$ cat src/rtl/ca_fitness_evaluator.sv
// rtl/ca_fitness_evaluator.sv - cellular automaton episode runner and fitness scorer
// Seeds the automaton, steps it to a fixed point, 2-cycle or generation limit, then scores one row per cycle.
module ca_fitness_evaluator #(
   parameter int Width      = 8,
   parameter int Height     = 8,
   parameter int GenWidth   = 16,
   parameter int ScoreWidth = 16
) (
   input  logic                    clk_i,
   input  logic                    rst_ni,
   input  logic                    start_i,
   input  logic [GenWidth-1:0]     max_gen_i,
   input  logic [Width*Height-1:0] target_i,
   input  logic [Width*Height-1:0] state_i,
   output logic                    ca_load_o,
   output logic                    ca_ce_o,
   output logic                    busy_o,
   output logic                    result_valid_o,
   input  logic                    result_ready_i,
   output logic [ScoreWidth-1:0]   fitness_o,
   output logic [GenWidth-1:0]     generations_o,
   output logic [1:0]              period_o
);
   localparam int Cells = Width * Height;
   localparam int RowW  = (Height > 1) ? $clog2(Height) : 1;

   typedef enum logic [2:0] {IDLE, LOAD, RUN, SCORE, DONE} state_e;

   state_e                fsm_q, fsm_d;
   logic [GenWidth-1:0]   max_gen_q, max_gen_d;
   logic [Cells-1:0]      target_q, target_d;
   logic [GenWidth-1:0]   gen_q, gen_d;
   logic [Cells-1:0]      prev_q, prev_d;
   logic [Cells-1:0]      prev2_q, prev2_d;
   logic                  pv_q, pv_d;
   logic                  p2v_q, p2v_d;
   logic [Cells-1:0]      final_q, final_d;
   logic [RowW-1:0]       row_q, row_d;
   logic [ScoreWidth-1:0] acc_q, acc_d;
   logic [ScoreWidth-1:0] fitness_q, fitness_d;
   logic [GenWidth-1:0]   generations_q, generations_d;
   logic [1:0]            period_q, period_d;

   logic                  stop1, stop2, stop_l, stop;
   logic [Width-1:0]      row_match;
   logic [ScoreWidth-1:0] row_pc;

   // Fixed point wins over period-2, which wins over the generation limit.
   assign stop1  = pv_q && (state_i == prev_q);
   assign stop2  = !stop1 && p2v_q && (state_i == prev2_q);
   assign stop_l = !stop1 && !stop2 && (gen_q == max_gen_q);
   assign stop   = stop1 | stop2 | stop_l;

   assign row_match = ~(final_q[row_q*Width +: Width] ^ target_q[row_q*Width +: Width]);

   always_comb begin
      row_pc = '0;
      for (int i = 0; i < Width; i++) begin
         row_pc = row_pc + ScoreWidth'(row_match[i]);
      end
   end

   always_comb begin
      fsm_d         = fsm_q;
      max_gen_d     = max_gen_q;
      target_d      = target_q;
      gen_d         = gen_q;
      prev_d        = prev_q;
      prev2_d       = prev2_q;
      pv_d          = pv_q;
      p2v_d         = p2v_q;
      final_d       = final_q;
      row_d         = row_q;
      acc_d         = acc_q;
      fitness_d     = fitness_q;
      generations_d = generations_q;
      period_d      = period_q;
      ca_load_o     = 1'b0;
      ca_ce_o       = 1'b0;
      case (fsm_q)
         IDLE: begin
            if (start_i) begin
               max_gen_d = max_gen_i;
               target_d  = target_i;
               fsm_d     = LOAD;
            end
         end
         LOAD: begin
            ca_load_o = 1'b1;
            gen_d     = '0;
            pv_d      = 1'b0;
            p2v_d     = 1'b0;
            fsm_d     = RUN;
         end
         RUN: begin
            if (stop) begin
               generations_d = gen_q;
               period_d      = stop1 ? 2'd1 : (stop2 ? 2'd2 : 2'd0);
               final_d       = state_i;
               acc_d         = '0;
               row_d         = '0;
               fsm_d         = SCORE;
            end else begin
               ca_ce_o = 1'b1;
               prev_d  = state_i;
               prev2_d = prev_q;
               pv_d    = 1'b1;
               p2v_d   = pv_q;
               gen_d   = gen_q + GenWidth'(1);
            end
         end
         SCORE: begin
            acc_d = acc_q + row_pc;
            row_d = row_q + RowW'(1);
            if (row_q == RowW'(Height - 1)) begin
               fitness_d = acc_q + row_pc;
               fsm_d     = DONE;
            end
         end
         DONE: begin
            if (result_ready_i) fsm_d = IDLE;
         end
         default: fsm_d = IDLE;
      endcase
   end

   always_ff @(posedge clk_i or negedge rst_ni) begin
      if (!rst_ni) begin
         fsm_q         <= IDLE;
         max_gen_q     <= '0;
         target_q      <= '0;
         gen_q         <= '0;
         prev_q        <= '0;
         prev2_q       <= '0;
         pv_q          <= 1'b0;
         p2v_q         <= 1'b0;
         final_q       <= '0;
         row_q         <= '0;
         acc_q         <= '0;
         fitness_q     <= '0;
         generations_q <= '0;
         period_q      <= '0;
      end else begin
         fsm_q         <= fsm_d;
         max_gen_q     <= max_gen_d;
         target_q      <= target_d;
         gen_q         <= gen_d;
         prev_q        <= prev_d;
         prev2_q       <= prev2_d;
         pv_q          <= pv_d;
         p2v_q         <= p2v_d;
         final_q       <= final_d;
         row_q         <= row_d;
         acc_q         <= acc_d;
         fitness_q     <= fitness_d;
         generations_q <= generations_d;
         period_q      <= period_d;
      end
   end

   assign busy_o         = (fsm_q != IDLE);
   assign result_valid_o = (fsm_q == DONE);
   assign fitness_o      = fitness_q;
   assign generations_o  = generations_q;
   assign period_o       = period_q;
endmodule

$ cat config.mk
export PLATFORM = sky130hd
export DESIGN_NAME = ca_fitness_evaluator
export DESIGN_NICKNAME = d
export VERILOG_FILES = /design/src/rtl/ca_fitness_evaluator.sv
export SDC_FILE = /design/constraint.sdc
export NUM_CORES = 1
export LEC_CHECK = 0
export ABC_CLOCK_PERIOD_IN_PS = 7600
export CAP_MARGIN = 20
export CORE_MARGIN = 3
export CORE_UTILIZATION = 59
export CTS_BUF_LIST = sky130_fd_sc_hd__clkbuf_8
export CTS_CLUSTER_DIAMETER = 200
export DETAILED_ROUTE_END_ITERATION = 10
export MAX_ROUTING_LAYER = met4
export PLACE_DENSITY_LB_ADDON = 0.15
export SETUP_SLACK_MARGIN = 0.2
export SYNTH_ARGS = -nofsm -noshare
export SYNTH_HDL_FRONTEND = slang
export SYNTH_SLANG_ARGS = --single-unit
export TNS_END_PERCENT = 30
$ cat constraint.sdc
create_clock -name clk_i -period 7.6 [get_ports clk_i]
set_input_delay 2.28 -clock clk_i [delete_from_list [all_inputs] [get_ports clk_i]]
set_output_delay 2.28 -clock clk_i [all_outputs]
set_load 0.05 [all_outputs]
==> impl_metrics.xml <==
<?xml version="1.0" encoding="UTF-8"?>
<metrics>
  <group name="synth">
    <metric name="ys_ff_latch" unit="">346</metric>
    <metric name="avgSynthCellArea" unit="um2">13.04</metric>
    <metric name="synthesis.area" unit="um2">16510</metric>
    <metric name="async_set_reset_flop_share_out_of_synthesis" unit="%">100.0</metric>
    <metric name="synth-warning-count" unit="">0</metric>
    <metric name="postSynthCellCount" unit="">1266</metric>
    <metric name="yosysMostFrequentCell" unit="">dfrtp_1</metric>
    <metric name="synth_area_leader_cell" unit="">dfrtp_1</metric>
    <metric name="yosys-top-cells-area" unit="">dfrtp_1 (52%), mux2_2 (12%), mux2_1 (6.4%)</metric>
    <metric name="synth_flop_cell" unit="">dfrtp_1</metric>
    <metric name="synth_common_cells" unit="">dfrtp_1 (346), mux2_2 (179), xnor2_1 (105)</metric>
    <metric name="synth_largest_type_area_fraction" unit="%">52.45</metric>
    <metric name="yosys.cell_types.count" unit="">57</metric>
    <metric name="syn-num-nets" unit="">1428</metric>
    <metric name="yosysSeqAreaShare" unit="%">52.45</metric>
    <metric name="synth-edff-count" unit="">0</metric>
  </group>
  <group name="global_route">
    <metric name="globalRouteOverflowTotal" unit="">0</metric>
    <metric name="grt_antenna_before_repair" unit="">1</metric>
    <metric name="grt.total_usage" unit="%">27.94</metric>
    <metric name="grt_first_pass_wirelength" unit="um">63600</metric>
    <metric name="grt_pass1_vias" unit="">11250</metric>
    <metric name="pin_count_of_the_biggest_net_entering_global_routing" unit="">125</metric>
  </group>
  <group name="sta">
    <metric name="shortest_clock_period_the_worst_path_allows_after_layout" unit="ns">6.869</metric>
    <metric name="fin_crit_sh" unit="%">90.38</metric>
    <metric name="final-hold-violation-count" unit="">0</metric>
    <metric name="setup_viol_count_final" unit="">0</metric>
    <metric name="max_slew.worst_pin.slew" unit="ns">0.9701</metric>
    <metric name="clock_skew" unit="ns">0.02758</metric>
    <metric name="worst_slew_margin_rel" unit="%">35.32</metric>
    <metric name="fin_setup_tns" unit="ns">0</metric>
    <metric name="worst_slack" unit="ns">0.7312</metric>
    <metric name="drv_slew" unit="">0</metric>
    <metric name="holdWs" unit="ns">0.4735</metric>
    <metric name="fmax" unit="MHz">145.6</metric>
    <metric name="setup_repair_after_global_routing_missed_its_margin" unit="">false</metric>
  </group>
  <group name="setup_path">
    <metric name="worst_path_dominant_cell_family" unit="">simple AND/OR/NAND/NOR gates</metric>
    <metric name="crit_path_category" unit="">input pin to output pin</metric>
    <metric name="rr_startpoint" unit="">row_q[0]$_DFFE_PN0P_</metric>
    <metric name="crit_slowest_cell" unit="">clkdlybuf4s50_1</metric>
    <metric name="rr_endpoint" unit="">fitness_o[12]$_DFFE_PN0P_</metric>
    <metric name="worst-path-buf-inv" unit="">3</metric>
    <metric name="worst_r2r_path_depth" unit="">17</metric>
    <metric name="endpoint_kind" unit="">output pin</metric>
    <metric name="cp_max_fo" unit="">4</metric>
    <metric name="critical_path_arrival" unit="ns">4.59</metric>
    <metric name="r2r_setup_slack" unit="ns">1.88</metric>
    <metric name="worst_path_largest_cell_delay" unit="ns">0.51</metric>
    <metric name="cp_cell_sequence" unit="">clkdlybuf4s50_1, xnor2_1, nand4_1, nor4_1, nand3_1, o21ai_2, or2_4, inv_4, buf_4</metric>
    <metric name="setup.worst_path.start_class" unit="">input pin</metric>
    <metric name="cp.required" unit="ns">5.32</metric>
  </group>
  <group name="power">
    <metric name="cellLeakagePower" unit="nW">8.591</metric>
    <metric name="pwr_density_cell" unit="nW/um2">412.2</metric>
    <metric name="power.total" unit="mW">8.149</metric>
    <metric name="ir_worst_vdd" unit="mV">0.4048</metric>
  </group>
  <group name="final_layout">
    <metric name="num_antenna_cells" unit="">0</metric>
    <metric name="final_core_utilization" unit="%">72.53</metric>
    <metric name="fillerInstances" unit="">1920</metric>
    <metric name="post_route_cells_drive_above_1_share" unit="%">21.68</metric>
    <metric name="final_area" unit="um2">19770</metric>
    <metric name="finalNonFillerCells" unit="">1876</metric>
    <metric name="area_used_by_multi_input_combinational_logic" unit="um2">7411</metric>
    <metric name="nets" unit="">1624</metric>
    <metric name="seqCellArea" unit="um2">8660</metric>
    <metric name="synthToLayoutAreaGrowth" unit="%">19.74</metric>
  </group>
  <group name="die">
    <metric name="die_x" unit="um">173.3</metric>
    <metric name="rows" unit="">60</metric>
    <metric name="fp.coreArea" unit="um2">27250</metric>
    <metric name="fp.dieArea" unit="um2">30020</metric>
    <metric name="chipHeight" unit="um">173.3</metric>
    <metric name="number_of_ports_placed_on_the_die_boundary" unit="">186</metric>
    <metric name="floorplan.initialDensity" unit="%">60.58</metric>
  </group>
  <group name="route">
    <metric name="drt_iter0_drc" unit="">824</metric>
    <metric name="wirelength" unit="um">40610</metric>
    <metric name="drt-wirelength-per-cell" unit="um">21.65</metric>
    <metric name="vias_after_detailed_routing" unit="">10947</metric>
    <metric name="first_pass_iters" unit="">5</metric>
    <metric name="drt_drc_violations_left" unit="">0</metric>
    <metric name="route.detailed.vias_per_inst" unit="">5.835</metric>
    <metric name="detail-route-antenna-nets" unit="">0</metric>
  </group>
  <group name="clock_network">
    <metric name="cts_hold_buf" unit="">0</metric>
    <metric name="cts_max_level" unit="">2</metric>
    <metric name="clk_root_buffer_cell" unit="">clkbuf_8</metric>
    <metric name="cts_tree" unit="">yes</metric>
    <metric name="clock_tree.buffer_depth" unit="">3</metric>
    <metric name="cts_resized" unit="">0</metric>
    <metric name="cts_inserted_buffers" unit="">56</metric>
    <metric name="clkSinkCount" unit="">346</metric>
    <metric name="worstSkewPairLatency" unit="ns">0.60</metric>
    <metric name="postCtsSetupBuffers" unit="">0</metric>
    <metric name="worst_setup_hold_path_clk_slew" unit="ns">0.05</metric>
  </group>
  <group name="worst_hold_path">
    <metric name="worst_hold_path_type" unit="">register to register</metric>
    <metric name="whs_endpoint" unit="">fitness_o[9]$_DFFE_PN0P_</metric>
    <metric name="worst_hold_path.num_cells" unit="">2</metric>
    <metric name="holdCritStartpoint" unit="">fitness_o[9]$_DFFE_PN0P_</metric>
  </group>
  <group name="placed_design">
    <metric name="post-place-cells" unit="">1776</metric>
    <metric name="globalplace.congestion" unit="">0.9671</metric>
    <metric name="buffer_ports.inserted" unit="">185</metric>
    <metric name="detailed_place_hpwl" unit="um">28820</metric>
    <metric name="preCtsSetupSlack" unit="ns">0.7696</metric>
    <metric name="placedInstanceArea" unit="um2">18700</metric>
  </group>
  <group name="flow_run">
    <metric name="maxcap_violations" unit="">0</metric>
  </group>
  <group name="outcome">
    <metric name="result_of_the_run" unit="">finished clean</metric>
  </group>
</metrics>
-- sequential cells by signal, indices dropped and copies added, names as in the netlist --
name           count
p2v_q              1
acc_q             16
target_q          64
period_o           2
final_q           64
gen_q             16
row_q              3
prev2_q           64
generations_o     16
fitness_o         16
fsm_q              3
prev_q            64
max_gen_q         16
pv_q               1
-- worst max path at each step --
stage                 from      end  slack, ns  cells past startpoint
2_1_floorplan  state_i[57]  ca_ce_o       1.56                      9
3_5_place_dp   state_i[25]  ca_ce_o       0.77                      9
3_3_place_gp   state_i[25]  ca_ce_o       0.73                      9
4_1_cts        state_i[25]  ca_ce_o       0.75                      9
6_report        state_i[2]  ca_ce_o       0.73                      9
5_1_grt        state_i[25]  ca_ce_o       0.57                      9
-- report_power, final --
| group | switching, mW | total, mW | internal, mW | leakage (nW) |
|---|---|---|---|---|
| combinational | 1.77 | 3.53 | 1.76 | 3.60 |
| clock | 0.722 | 1.52 | 0.802 | 0.642 |
| sequential | 0.565 | 3.09 | 2.53 | 4.35 |
| total | 3.06 | 8.15 | 5.09 | 8.59 |
-- area by class of cell --
type,count,area share [%]
clock buffers,68,4.735
well taps,372,2.355
multi-input cells,816,37.49
clock inverters,32,0.6773
flip-flops and latches,346,43.81
repair buffers,199,10.10
inverters,43,0.8292
-- layout by cell type, fill, tap and decap left out, drive strengths merged, types with 4 or more instances in the layout --
master           n
or2              5
nand2b          24
a211oi           9
nand4           29
a2111o           4
clkdlybuf4s50  183
a22o            14
dfrtp          346
xor2            31
o22ai            9
inv             67
nor2            25
xnor2          105
nand3            8
mux2i           12
clkinv           6
nand2           48
o221ai           5
o21ai           67
mux2           273
a21oi           11
clkbuf          68
nor2b           15
a21o             5
buf             16
mux4            32
ha               9
nor4            14
a31o             9
fa               5
and3             5
o2bb2ai          8
nor3            10
o2111ai          5
or3              5
-- routing by layer --
metal | up-vias | part of all wire [%] | routed length (um) | global-route usage [%]
met1 | 5590 | 44 | 17670 | 37.91
met2 | 348 | 47 | 19260 | 43.28
met5 | - | 0 | 0 | -
met4 | 0 | 3.0 | 1198 | 8.885
met3 | 68 | 6.1 | 2487 | 5.191
li1 | 4941 | - | - | -
-- logic make-up (layout without fill, tap and decap cells) --
family / count (synthesis) / after routing / share of synthesized area (%)
AO/OA/AOI/OAI: 152 / 152 / 6.139
AND/OR/NAND/NOR: 197 / 197 / 6.382
multiplexers: 317 / 317 / 23.72
flip-flops: 346 / 346 / 52.45
buffers and inverters: 104 / 342 / 2.812
XOR/XNOR: 136 / 136 / 7.215
adder cells (fa/ha/maj): 14 / 14 / 1.289
-- tightest hold or removal path, stage by stage (launching register included) --
cell     delay [ns]
dfrtp_1        0.34
nand2_1        0.05
o21ai_0        0.06
Note: power is estimated with default switching activity, not from simulation.
